### src/rtl/ram_program_loader.sv
// ram_program_loader: streams a program image into the 32x8 RAM and,
// when LOADER_VERIFY_EN is defined, reads it back to check the sum.
// Ports: clock, reset_n (async, active low); start/abort/byte_count
// control; in_valid/in_ready/in_data byte stream; ram_we/ram_address/
// ram_wdata drive the RAM, ram_rdata is its 1-cycle read data;
// busy/done/error/checksum report status.
module ram_program_loader #(
  parameter int ADDR_WIDTH = 5,
  parameter int DATA_WIDTH = 8,
  parameter int BASE_ADDR  = 0
) (
  input  logic                  clock,
  input  logic                  reset_n,
  input  logic                  start,
  input  logic                  abort,
  input  logic [ADDR_WIDTH-1:0] byte_count,
  input  logic                  in_valid,
  input  logic [DATA_WIDTH-1:0] in_data,
  output logic                  in_ready,
  output logic                  ram_we,
  output logic [ADDR_WIDTH-1:0] ram_address,
  output logic [DATA_WIDTH-1:0] ram_wdata,
  input  logic [DATA_WIDTH-1:0] ram_rdata,
  output logic                  busy,
  output logic                  done,
  output logic                  error,
  output logic [DATA_WIDTH-1:0] checksum
);

  localparam int CW = ADDR_WIDTH + 1;
  localparam int VW = ADDR_WIDTH + 2;
  localparam logic [ADDR_WIDTH-1:0] BASE =
    ADDR_WIDTH'(BASE_ADDR);

  typedef enum logic [2:0] {
    IDLE, LOAD, VERIFY, DONE, ERROR
  } state_t;

  state_t        state;
  logic [CW-1:0] count;
  logic [CW-1:0] idx;
  logic          xfer;
  logic          last;

  assign in_ready = (state == LOAD);
  assign xfer     = in_ready & in_valid;
  assign last     = (idx + CW'(1)) == count;
  assign busy     = (state == LOAD) || (state == VERIFY);
  assign done     = (state == DONE);

`ifdef LOADER_VERIFY_EN
  logic [VW-1:0]         vcnt;
  logic [DATA_WIDTH-1:0] rsum;
  logic [DATA_WIDTH-1:0] rsum_next;

  assign error     = (state == ERROR);
  assign rsum_next = rsum + ram_rdata;
`else
  logic unused_rdata;

  assign error        = 1'b0;
  assign unused_rdata = ^ram_rdata;
`endif

  always_ff @(posedge clock or negedge reset_n) begin
    if (!reset_n) begin
      state       <= IDLE;
      ram_we      <= 1'b0;
      ram_address <= '0;
      ram_wdata   <= '0;
      checksum    <= '0;
      count       <= '0;
      idx         <= '0;
`ifdef LOADER_VERIFY_EN
      vcnt        <= '0;
      rsum        <= '0;
`endif
    end else begin
      ram_we <= 1'b0;
      if (abort) begin
        state <= IDLE;
      end else begin
        unique case (state)
          IDLE, DONE, ERROR: begin
            if (start) begin
              // zero selects a full-depth load
              count    <= (byte_count == '0)
                        ? {1'b1, {ADDR_WIDTH{1'b0}}}
                        : {1'b0, byte_count};
              checksum <= '0;
              idx      <= '0;
              state    <= LOAD;
            end
          end
          LOAD: begin
            if (xfer) begin
              ram_we      <= 1'b1;
              ram_address <= BASE + idx[ADDR_WIDTH-1:0];
              ram_wdata   <= in_data;
              checksum    <= checksum + in_data;
              idx         <= idx + CW'(1);
              if (last) begin
`ifdef LOADER_VERIFY_EN
                vcnt  <= '0;
                rsum  <= '0;
                state <= VERIFY;
`else
                state <= DONE;
`endif
              end
            end
          end
`ifdef LOADER_VERIFY_EN
          VERIFY: begin
            // read data lags the issued address by two edges
            vcnt <= vcnt + VW'(1);
            if (vcnt < VW'(count))
              ram_address <= BASE + vcnt[ADDR_WIDTH-1:0];
            if (vcnt >= VW'(2))
              rsum <= rsum_next;
            if (vcnt == VW'(count) + VW'(1))
              state <= (rsum_next == checksum) ? DONE : ERROR;
          end
`endif
          default: state <= IDLE;
        endcase
      end
    end
  end

endmodule

### config.mk
export PLATFORM = sky130hd
export DESIGN_NAME = ram_program_loader
export DESIGN_NICKNAME = d
export VERILOG_FILES = /design/src/rtl/ram_program_loader.sv
export SDC_FILE = /design/constraint.sdc
export NUM_CORES = 1
export LEC_CHECK = 0
export CORE_AREA = 2 2 65 67
export DETAILED_ROUTE_END_ITERATION = 6
export DIE_AREA = 0 0 67 69
export PLACE_DENSITY = 0.88
export SYNTH_ARGS = -nofsm -noshare
export SYNTH_HDL_FRONTEND = slang
export SYNTH_SLANG_ARGS = --single-unit
### constraint.sdc
create_clock -name clock -period 5.5 [get_ports clock]
set_input_delay 1.1 -clock clock [delete_from_list [all_inputs] [get_ports clock]]
set_output_delay 1.1 -clock clock [all_outputs]
set_load 0.02 [all_outputs]
Word level (Yosys, flattened, before mapping). Index checks and enable logic that the tools add are counted.

Register bits after elaboration: 37. Input port bits: 26. Output and inout bits: 26. Logic and storage cells: 45.

$add $sub $neg: 2. Equal/unequal tests: 10. Mux-type cells: 15. Bitwise gates (word level): 2. Reduce and logical (&&, ||, !) cells: 9.

Operator list (number): $mux 6 (3); $mux 8 (2); $pmux 8 s2 (1); $mux 3 (4); $pmux 6 s2 (1); $reduce_and 3->1 (3); $add 8x8->8 (1); $add 6x1->6 const B (1); $eq 3x2->1 const B (2); $eq 6x6->1 (1); $ne 3x2->1 const B (2); $pmux 3 s2 (1); $logic_not 5->1 (1); $reduce_and 4->1 (1); $eq 3x1->1 const B (1); $eq 3x3->1 const B (1); $logic_not 3->1 (1); $mux 1 (3); $ne 3x3->1 const B (1); $reduce_or 3->1 (1); $ne 2x1->1 const B (1); $ne 2x2->1 const B (1); $reduce_bool 2->1 (1); $and 1x1->1 (1); other kinds (2) (2).

Logic depth before layout (Yosys ltp). Gate-level depths: netlist (run 1).

Word-level depth: 6. Depth in mapped cells: 11. Gate-level depth less buffers: 9.

Worst setup path after synthesis (run 1). No wires, ideal clock.

Kind: input to register. Start point: input port in_data[0]. End point: register checksum[6]. Library setup time: 134 ps. Arrival time: 2492 ps. Required time: 5366 ps. Setup slack: 2874 ps. Cell stages on the path: 8. Buffers on the path: 0. Cells stage by stage: ha_1 > fa_1 > a21o_1 > a21oi_1 > o21bai_1 > a21oi_1 > xor2_1 > o21ai_0.

Cells in the longest elaborated chain, start to end: 3.

Ends and longest elaborated chain: from (decl) (RTL line 18) `input logic [DATA_WIDTH-1:0] in_data,`; $add 8x8->8 (RTL line 100) `checksum <= checksum + in_data;`; $mux 8 (RTL line 96) `if (xfer) begin`; $pmux 8 s2 (RTL line 83) `unique case (state)`; to (signal assigned) (RTL line 100); to (decl) (RTL line 27) `output logic [DATA_WIDTH-1:0] checksum`.

No other way between the ends. The select of a mux whose other input is x is not followed. A chain may end at the register's enable or synchronous reset.

Final worst setup path (run 1).
Start point: input port abort. End point: register idx[3].

Cells in the longest elaborated chain, start to end: 2.

Ends and longest elaborated chain: from (decl) (RTL line 15) `input logic abort,`; $not 1->1 (no source line); $reduce_and 4->1 (no source line); to (signal assigned) (RTL line 101) `idx <= idx + CW'(1);`; to (decl) (RTL line 41) `logic [CW-1:0] idx;`.

No other way between the ends.

==> results of run 1 <==
[metal layers]
metal / track usage (%) / vias up / part of all wire (%)
met5: 0 / - / 0
met4: 6.35 / 0 / 1.4
met3: 4.73 / 6 / 4.4
met2: 28.5 / 39 / 49
met1: 27.0 / 704 / 46
li1: - / 754 / -
[flip-flops by register name, summed over array words and instances, names as in the netlist]
name	count
checksum	8
ram_we	1
ram_wdata	8
state	2
count	6
ram_address	5
idx	6
[metrics by stage]
stage | util, % | std cells | area [um^2] | hold WS [ns] | power [W]
floorplan | - | 199 | 1900 | 0.468 | 0.000620
global placement | 60.1 | 284 | 2350 | 0.460 | 0.000772
detailed placement | 60.1 | 284 | 2350 | 0.467 | 0.000788
CTS | 62.9 | 292 | 2460 | 0.485 | 0.00102
global route | 62.9 | 292 | 2460 | 0.503 | 0.00107
finish | 62.9 | 292 | 2460 | 0.477 | 0.00101
[placed cells by master, fill, tap and decap left out, types with 4 or more instances in the layout]
cell type / instances
nand2_1: 50
clkdlybuf4s50_1: 42
dfrtp_1: 36
o21ai_0: 16
ha_1: 11
nor2_1: 9
xnor2_1: 8
inv_1: 6
a21oi_1: 5
xor2_1: 5
mux2_2: 5
clkbuf_8: 5
nand2b_1: 4
[tightest hold or removal path, stage by stage (launching register included)]
cell and delay [ns]:
dfrtp_1 0.34, nand2_1 0.05, nand2_1 0.05
[power by group through the flow]
stage | clock, W | sequential (W) | combinational [W]
finish | 0.000231 | 0.000382 | 0.000401
detailed placement | 0 | 0.000388 | 0.000401
global route | 0.000245 | 0.000391 | 0.000438
global placement | 0 | 0.000384 | 0.000389
floorplan | 0 | 0.000437 | 0.000184
CTS | 0.000236 | 0.000382 | 0.000404
[layout make-up]
cell class | count | area (um^2)
Clock buffer | 5 | 68.8
Clock inverter | 3 | 42.5
Fill cell | 355 | 1450
Inverter | 7 | 26.3
Multi-Input combinational cell | 148 | 933
Sequential cell | 36 | 901
Tap cell | 50 | 62.6
Timing Repair Buffer | 43 | 428
[worst min path at each step]
| stage | start | to | slack, ns | cells past startpoint |
|---|---|---|---|---|
| after global placement | ram_wdata[7] | ram_wdata[7] | 0.46 | 2 |
| after detailed placement | ram_wdata[5] | ram_wdata[5] | 0.47 | 2 |
| after global routing | ram_wdata[0] | ram_wdata[0] | 0.50 | 2 |
| after CTS | ram_wdata[5] | ram_wdata[5] | 0.48 | 2 |
| final | ram_address[2] | ram_address[2] | 0.48 | 2 |
| after floorplan | count[5] | count[5] | 0.47 | 2 |
[kinds of logic (layout without fill, tap and decap cells)]
family,count (synthesis),after routing
AO/OA/AOI/OAI,39,39
flip-flops,36,36
AND/OR/NAND/NOR,77,77
buffers and inverters,15,58
other,1,1
XOR/XNOR,13,13
adder cells (fa/ha/maj),12,12
multiplexers,6,6
==> flow_summary_export.csv, run 1 <==
group,metric,value,unit
yosys,synth_top_flop_cell,"dfrtp_1",
power_and_ir_drop,internal_power,0.000660,W
yosys,ys_seq_area_share,47.3,%
yosys,synth_cells,199,
global_routing,grt_pass1_vias,1433,
layout,num_antenna_cells,0,
clock_network,cts_root_buf,"clkbuf_8",
global_routing,grt_pass1_wl,6750,um
clock_network,htree_levels,2,
power_and_ir_drop,power.density,412,nW/um^2
yosys,netlist-cell-type-count,40,
drt,firstDrtPassIters,4,
setup_path,crit_buf_inv,2,
setup_path,worstReg2RegStart,"state[1]",
clock_network,cts_resized,0,
setup_path,cp_cell_sequence,"clkdlybuf4s50_1 -> or2_1 -> inv_2 -> o21ai_1 -> nor2_1 -> o21ai_0 -> o21ai_0",
timing,min_period,3.06,ns
power_and_ir_drop,netSwitchingFraction,35.0,%
yosys,yosys-top-cells-count,"nand2_1, dfrtp_1, o21ai_0, ha_1, nor2_1",
power_and_ir_drop,ir_worst_vdd,0.000191,V
timing,tns,0,ns
timing,worst_pin_slew,0.776,ns
floorplanning,die-area,4620,um^2
yosys,synth-edff-count,0,
drt,vias,1503,
layout,drive_gt1_share,7.44,%
clock_network,post-cts-setup-buffers,0,
floorplanning,io_pins,52,
setup_path,critPathArrivalTime,3.22,ns
yosys,synthMuxAreaShare,3.48,%
setup_path,r2r_end,"idx[3]",
run,maxCapViolCount,0,
setup_path,crit_path_end,"idx[3]",
clock_network,clockBufferDepth,2,
global_routing,grt-ovfl-total,0,
clock_network,insertion_delay,0.29,ns
power_and_ir_drop,switchingPower,0.000355,W
power_and_ir_drop,p_leak,1.13,nW
timing,fmax,0.327,GHz
yosys,synth-xor-area-share,5.98,%
yosys,async_flop_share,100,%
clock_network,cts_tree,"yes",
setup_path,path_depth,7,
min_path,min_path_type,"register to register",
power_and_ir_drop,power_frac_comb,39.6,%
timing,clock_skew,0.00881,ns
setup_path,cp.required,5.66,ns
floorplanning,fp.dieH,69,um
setup_path,cp_top_family,"buffers and inverters",
global_routing,track_usage,19.1,%
setup_path,critPathMaxFanout,16,
drt,postRouteAntennaNets,0,
yosys,synth_nets,237,
setup_path,cpPeakStageDelay,0.57,ns
clock_network,clk_pin_slew,0.07,ns
yosys,synth_top_family_by_area,"simple AND/OR/NAND/NOR gates",
yosys,ys_top_cells_by_area,"dfrtp_1, nand2_1, ha_1",
placement,gp_congestion,0.908,
drt,viasPerCell,5.15,
setup_path,r2r_cells,9,
setup_path,cp_slowest_cell,"clkdlybuf4s50_1",
yosys,synth_top_area_share,47.3,%
floorplanning,die_x,67,um
timing,grt_setup_unrepaired,"no",
clock_network,clock_sinks,36,
power_and_ir_drop,power.share.clock,22.8,%
timing,drv_slew,0,
yosys,yosysWarnings,0,
yosys,synth_fa_ha_area_share,8.28,%
yosys,synth_seq_cells,36,
clock_network,numCtsBuffers,5,
placement,hpwl,2890,um
yosys,synth_top_cell_by_area,"dfrtp_1",
placement,port_buffers,42,
yosys,syn_area,1900,um^2
timing,worst_slack,2.44,ns
floorplanning,core,3910,um^2
layout,area_growth,29.3,%
drt,wl_per_cell,13.5,um
drt,drc,0,
drt,drtIter0Drc,103,
placement,dp_slack,2.17,ns
global_routing,grt_max_degree,37,
floorplanning,row_count,23,
yosys,yosys.area_share.simple,18.0,%
setup_path,critPathLaunch,"abort",
timing,hold_violations,0,
global_routing,antenna_found_initial,0,
timing,finalSetupViolations,0,
setup_path,crit_path_start_kind,"input pin",
clock_network,ctsHoldBuffers,0,
power_and_ir_drop,seqPwrFrac,37.7,%
status,status,"complete, no violations",
setup_path,endpoint_kind,"register",
timing,relSlewSlack,47.9,%
drt,routed_wl,3930,um
timing,post-route-period-util,55.7,%
setup_path,critPathKind,"input pin to register",
floorplanning,start_util,48.7,%
yosys,syn_area_per_cell,9.57,um^2
setup_path,critPathMostFrequentCell,"o21ai_0",
setup_path,reg2reg_slack,3.02,ns
yosys,post-synth-top-count-cell,"nand2_1",
layout,final_net_count,279,
yosys,synth_compound_area_share,13.1,%
No activity file was read; power rests on OpenSTA's default activity.
==> run 2: changes to the inputs <==
--- a/config.mk
+++ b/config.mk
@@ -5,10 +5,10 @@
 export SDC_FILE = /design/constraint.sdc
 export NUM_CORES = 1
 export LEC_CHECK = 0
-export CORE_AREA = 2 2 65 67
+export CORE_AREA = 2 2 70 72
 export DETAILED_ROUTE_END_ITERATION = 6
-export DIE_AREA = 0 0 67 69
-export PLACE_DENSITY = 0.88
+export DIE_AREA = 0 0 72 74
+export PLACE_DENSITY = 0.81
 export SYNTH_ARGS = -nofsm -noshare
 export SYNTH_HDL_FRONTEND = slang
 export SYNTH_SLANG_ARGS = --single-unit
==> constraint.sdc (replaced) <==
create_clock -name clock -period 2.5 [get_ports clock]
set_input_delay 0.5 -clock clock [delete_from_list [all_inputs] [get_ports clock]]
set_output_delay 0.5 -clock clock [all_outputs]
set_load 0.02 [all_outputs]
==> flow_summary_export.csv, run 2 (synthesis gave the netlist of run 1 again) <==
group,metric,value,unit
placement,numPlacedInstances,296,
timing,grt_setup_unrepaired,"no",
timing,worst_slack,0.226,ns
clock_network,htree_levels,2,
drt,drc,0,
setup_path,critPathArrivalTime,2.45,ns
setup_path,cp.required,2.68,ns
power_and_ir_drop,internal_power,0.00138,W
timing,post-route-period-util,91.0,%
timing,relSlewSlack,66.8,%
min_path,hold_end,"ram_wdata[6]",
floorplanning,die_x,72,um
floorplanning,fp.dieH,74,um
setup_path,cpPeakStageDelay,0.45,ns
setup_path,r2r_end,"checksum[6]",
layout,final_net_count,287,
drt,wl_per_cell,13.4,um
clock_network,insertion_delay,0.29,ns
clock_network,clk_pin_slew,0.08,ns
setup_path,cp_top_family,"compound AO/OA/AOI/OAI gates",
power_and_ir_drop,netSwitchingFraction,36.2,%
timing,clock_skew,0.00754,ns
layout,top_regs,"checksum x8, ram_wdata x8",
drt,drtIter0Drc,79,
setup_path,cp_cell_sequence,"clkdlybuf4s50_1 -> ha_1 -> fa_1 -> a21o_1 -> a21oi_1 -> o21bai_1 -> a21oi_1 -> xor2_1 -> o21ai_0",
floorplanning,core,4600,um^2
power_and_ir_drop,p_leak,1.16,nW
power_and_ir_drop,ir_worst_vdd,0.000291,V
power_and_ir_drop,switchingPower,0.000781,W
global_routing,grt_pass1_wl,6710,um
clock_network,clockBufferDepth,2,
setup_path,critPathMostFrequentCell,"a21oi_1",
setup_path,endpoint_kind,"register",
floorplanning,die-area,5330,um^2
layout,regArea,901,um^2
floorplanning,start_util,41.4,%
setup_path,reg2reg_slack,0.52,ns
setup_path,crit_path_start_kind,"input pin",
setup_path,critPathMaxFanout,2,
setup_path,worstReg2RegStart,"checksum[0]",
min_path,hold_depth,2,
clock_network,cts_tree,"yes",
status,status,"complete, no violations",
power_and_ir_drop,power_frac_comb,42.3,%
drt,routed_wl,4080,um
drt,firstDrtPassIters,4,
global_routing,track_usage,16.7,%
power_and_ir_drop,power.density,861,nW/um^2
setup_path,cp_slowest_cell,"clkdlybuf4s50_1",
clock_network,numCtsBuffers,5,
timing,fmax,0.440,GHz
global_routing,grt_pass1_vias,1473,
min_path,holdCritStartpoint,"ram_wdata[6]",
layout,mostFrequentLayoutCell,"nand2_1",
clock_network,post-cts-setup-buffers,0,
placement,hpwl,3070,um
clock_network,cts_resized,0,
timing,hold_violations,0,
layout,final_cells,304,
min_path,min_path_type,"register to register",
setup_path,r2r_cells,8,
timing,finalSetupViolations,0,
layout,multiInputGateArea,933,um^2
drt,postRouteAntennaNets,0,
power_and_ir_drop,seqPwrFrac,38.8,%
run,maxCapViolCount,0,
floorplanning,io_pins,52,
clock_network,ctsHoldBuffers,0,
clock_network,clock_sinks,36,
timing,worst_pin_slew,0.494,ns
floorplanning,row_count,25,
timing,drv_slew,0,
layout,area_growth,31.5,%
global_routing,grt-ovfl-total,0,
layout,drive_gt1_share,10.4,%
timing,min_period,2.27,ns
setup_path,critPathKind,"input pin to register",
clock_network,cts_root_buf,"clkbuf_8",
layout,num_antenna_cells,0,
drt,viasPerCell,5.16,
setup_path,crit_buf_inv,1,
layout,nFillCells,399,
power_and_ir_drop,power.share.clock,19.0,%
drt,vias,1570,
global_routing,grt_max_degree,37,
placement,gp_congestion,0.844,
setup_path,critPathLaunch,"in_data[0]",
layout,final_cell_mix,"nand2_1, clkdlybuf4s50_1, dfrtp_1",
global_routing,antenna_found_initial,0,
placement,port_buffers,42,
placement,dp_slack,-0.0921,ns
[run 2: cell count changes in the layout (fill, tap and decap cells not counted)]
| cell | before | now |
|---|---|---|
| clkinv_4 | 0 | 1 |
| buf_4 | 1 | 9 |
| clkinv_2 | 1 | 2 |
| bufinv_16 | 1 | 0 |
| clkinvlp_4 | 1 | 0 |
[run 2: power groups by stage]
stage	sequential, W	clock [W]	combinational, W
finish	0.000836	0.000409	0.000912
floorplan	0.000961	0	0.000404
CTS	0.000837	0.000424	0.000919
global route	0.000853	0.000445	0.00100
detailed placement	0.000848	0	0.000913
global placement	0.000841	0	0.000890
[run 2: worst min-delay path: stages, from the launching register on]
cell and delay (ns):
dfrtp_1 0.34, nand2_1 0.05, nand2_1 0.05
[run 2: layer usage]
| layer | vias to the layer above | routed length (um) | global-route usage (%) |
|---|---|---|---|
| met4 | 0 | 76 | 6.92 |
| met2 | 35 | 2030 | 28.3 |
| met5 | - | 0 | 0 |
| met3 | 7 | 156 | 3.79 |
| met1 | 760 | 1820 | 20.9 |
| li1 | 768 | - | - |
[run 2: how the worst max path moves through the flow]
| stage | end | slack [ns] | cells after the start |
|---|---|---|---|
| after floorplan | checksum[6] | 0.47 | 8 |
| after global placement | checksum[6] | -0.04 | 9 |
| after detailed placement | checksum[6] | -0.09 | 9 |
| after CTS | checksum[6] | 0.21 | 9 |
| after global routing | checksum[7] | 0.05 | 8 |
| final | checksum[6] | 0.23 | 9 |
[run 2: metrics by stage]
stage               setup TNS, ns  util, %  power [W]  instance area (um^2)  hold slack (ns)
finish                          0     54.4    0.00216                  2500            0.472
global route                    0     54.4    0.00230                  2500            0.498
CTS                             0     54.4    0.00218                  2500            0.481
detailed placement        -0.0928     52.5    0.00176                  2420            0.462
global placement          -0.0436     52.5    0.00173                  2420            0.457
floorplan                       0        -    0.00136                  1900            0.204
[run 2: cell type report]
class                   instances  share of cell area [%]
repair buffers                 51                    19.5
inverters                       7                    1.05
flip-flops and latches         36                    36.0
well taps                      54                    2.70
clock inverters                 3                   0.750
clock buffers                   5                    2.75
multi-input cells             148                    37.3
==> run 3: changes to the inputs <==
--- a/config.mk
+++ b/config.mk
@@ -5,9 +5,9 @@
 export SDC_FILE = /design/constraint.sdc
 export NUM_CORES = 1
 export LEC_CHECK = 0
-export CORE_AREA = 2 2 70 72
+export CORE_AREA = 5 5 73 75
 export DETAILED_ROUTE_END_ITERATION = 6
-export DIE_AREA = 0 0 72 74
+export DIE_AREA = 0 0 78 80
 export PLACE_DENSITY = 0.81
 export SYNTH_ARGS = -nofsm -noshare
 export SYNTH_HDL_FRONTEND = slang
==> constraint.sdc (replaced) <==
create_clock -name clock -period 2.09 [get_ports clock]
set_input_delay 0.418 -clock clock [delete_from_list [all_inputs] [get_ports clock]]
set_output_delay 0.418 -clock clock [all_outputs]
set_load 0.02 [all_outputs]
==> flow_summary_export.csv, run 3 (synthesis gave the netlist of run 1 again) <==
group,metric,value,unit
status,status,"complete, no violations",
clock_network,clk_pin_slew,0.07,ns
layout,drive_gt1_share,17.6,%
global_routing,track_usage,14.8,%
placement,gp_congestion,0.846,
clock_network,cts_root_buf,"clkbuf_8",
clock_network,insertion_delay,0.29,ns
setup_path,critPathMaxFanout,4,
floorplanning,die-area,6240,um^2
layout,mostFrequentLayoutCell,"nand2_1",
timing,hold_violations,0,
timing,min_period,2.02,ns
placement,hpwl,3350,um
layout,num_antenna_cells,0,
power_and_ir_drop,ir_worst_vdd,0.000437,V
timing,fmax,0.496,GHz
floorplanning,fp.dieH,80,um
floorplanning,core,4600,um^2
timing,drv_slew,0,
clock_network,htree_levels,2,
layout,area_growth,42.7,%
setup_path,reg2reg_slack,0.11,ns
setup_path,critPathKind,"register to primary output",
layout,multiInputGateArea,1030,um^2
timing,relSlewSlack,66.6,%
placement,port_buffers,42,
timing,finalSetupViolations,0,
layout,regArea,901,um^2
drt,drc,0,
layout,final_cells,315,
floorplanning,io_pins,52,
layout,final_cell_mix,"nand2_1, dfrtp_1, clkdlybuf4s50_1",
floorplanning,start_util,41.4,%
power_and_ir_drop,p_leak,1.28,nW
clock_network,numCtsBuffers,5,
timing,clock_skew,0.00357,ns
drt,postRouteAntennaNets,0,
setup_path,endpoint_kind,"primary output",
global_routing,grt_pass1_vias,1644,
floorplanning,die_x,78,um
global_routing,grt_pass1_wl,7430,um
layout,nFillCells,375,
setup_path,cp.required,1.67,ns
placement,numPlacedInstances,306,
timing,holdWs,0.393,ns
layout,top_regs,"checksum x8, ram_wdata x8",
layout,final_net_count,298,
placement,dpl_cell_area,2490,um^2
clock_network,ctsHoldBuffers,0,
power_and_ir_drop,power.density,1050,nW/um^2
setup_path,crit_buf_inv,2,
timing,worst_pin_slew,0.498,ns
floorplanning,row_count,25,
drt,vias,1608,
min_path,min_path_type,"input pin to register",
layout,design_area,2720,um^2
drt,drtIter0Drc,83,
setup_path,cp_cell_sequence,"inv_1 -> ha_1 -> clkdlybuf4s50_1",
drt,routed_wl,4580,um
clock_network,cts_tree,"yes",
setup_path,critPathArrivalTime,1.60,ns
setup_path,crit_path_start_kind,"register",
setup_path,cp_top_family,"buffers and inverters",
setup_path,cpPeakStageDelay,0.62,ns
drt,wl_per_cell,14.5,um
setup_path,cp_slowest_cell,"clkdlybuf4s50_1",
global_routing,antenna_found_initial,0,
drt,firstDrtPassIters,4,
run,maxCapViolCount,0,
layout,finish.utilization,59.1,%
clock_network,clockBufferDepth,2,
timing,post-route-period-util,96.5,%
clock_network,clock_sinks,36,
drt,viasPerCell,5.10,
global_routing,grt_max_degree,37,
timing,tns,0,ns
global_routing,grt-ovfl-total,0,
## run 3: layer usage
metal  up-vias  share of wire, %  global-route usage, %
li1        792                 -                      -
met2        39                52                   25.0
met4         0               1.4                   5.74
met3         8               4.5                   3.50
met1       769                42                   18.3
met5         -                 0                      0
## run 3: path summary, 6_finish.rpt
| path | startpoint | to | cells after the start |
|---|---|---|---|
| worst max-delay path | state[1] | in_ready | 3 |
| worst min-delay path | in_data[0] | ram_wdata[0] | 3 |
| worst max register to register | checksum[3] | checksum[7] | 8 |
| worst min register to register | ram_wdata[1] | ram_wdata[1] | 2 |
| max in group asynchronous | reset_n | idx[2] | 2 |
| min in group asynchronous | reset_n | checksum[3] | 2 |
## run 3: through the flow
step / power, W / setup slack [ns]
2_1_floorplan: 0.00163 / 0.0860
3_3_place_gp: 0.00213 / -0.359
3_5_place_dp: 0.00217 / -0.428
4_1_cts: 0.00279 / -0.0166
5_1_grt: 0.00303 / -0.000910
6_report: 0.00286 / 0.0736
## run 3: what timing repair did
item / CTS / global route
resized for setup: 4 / 16
pin swaps: 1 / 6
setup endpoints to repair: 3 / 4
setup buffers: 0 / 1
## run 3: final cells by class
cell class,count,share of cell area (%)
Multi-Input combinational cell,148,38.0
Sequential cell,36,33.1
Timing Repair Buffer,62,21.4
Clock buffer,6,2.67
Tap cell,54,2.49
Clock inverter,2,1.29
Inverter,7,0.967
## run 3: report_power, final
group	internal (W)	switching, W
clock	0.000354	0.000244
combinational	0.000644	0.000612
sequential	0.000868	0.000138
## run 3: worst reg2reg max path, cell delays in order, from the launching register on
cell and delay (ns):
dfrtp_1 0.42, ha_4 0.30, buf_4 0.11, nand3_1 0.09, nor2_2 0.17, nor4b_4 0.06
or3_1 0.37, a211o_1 0.30, o21ai_0 0.07
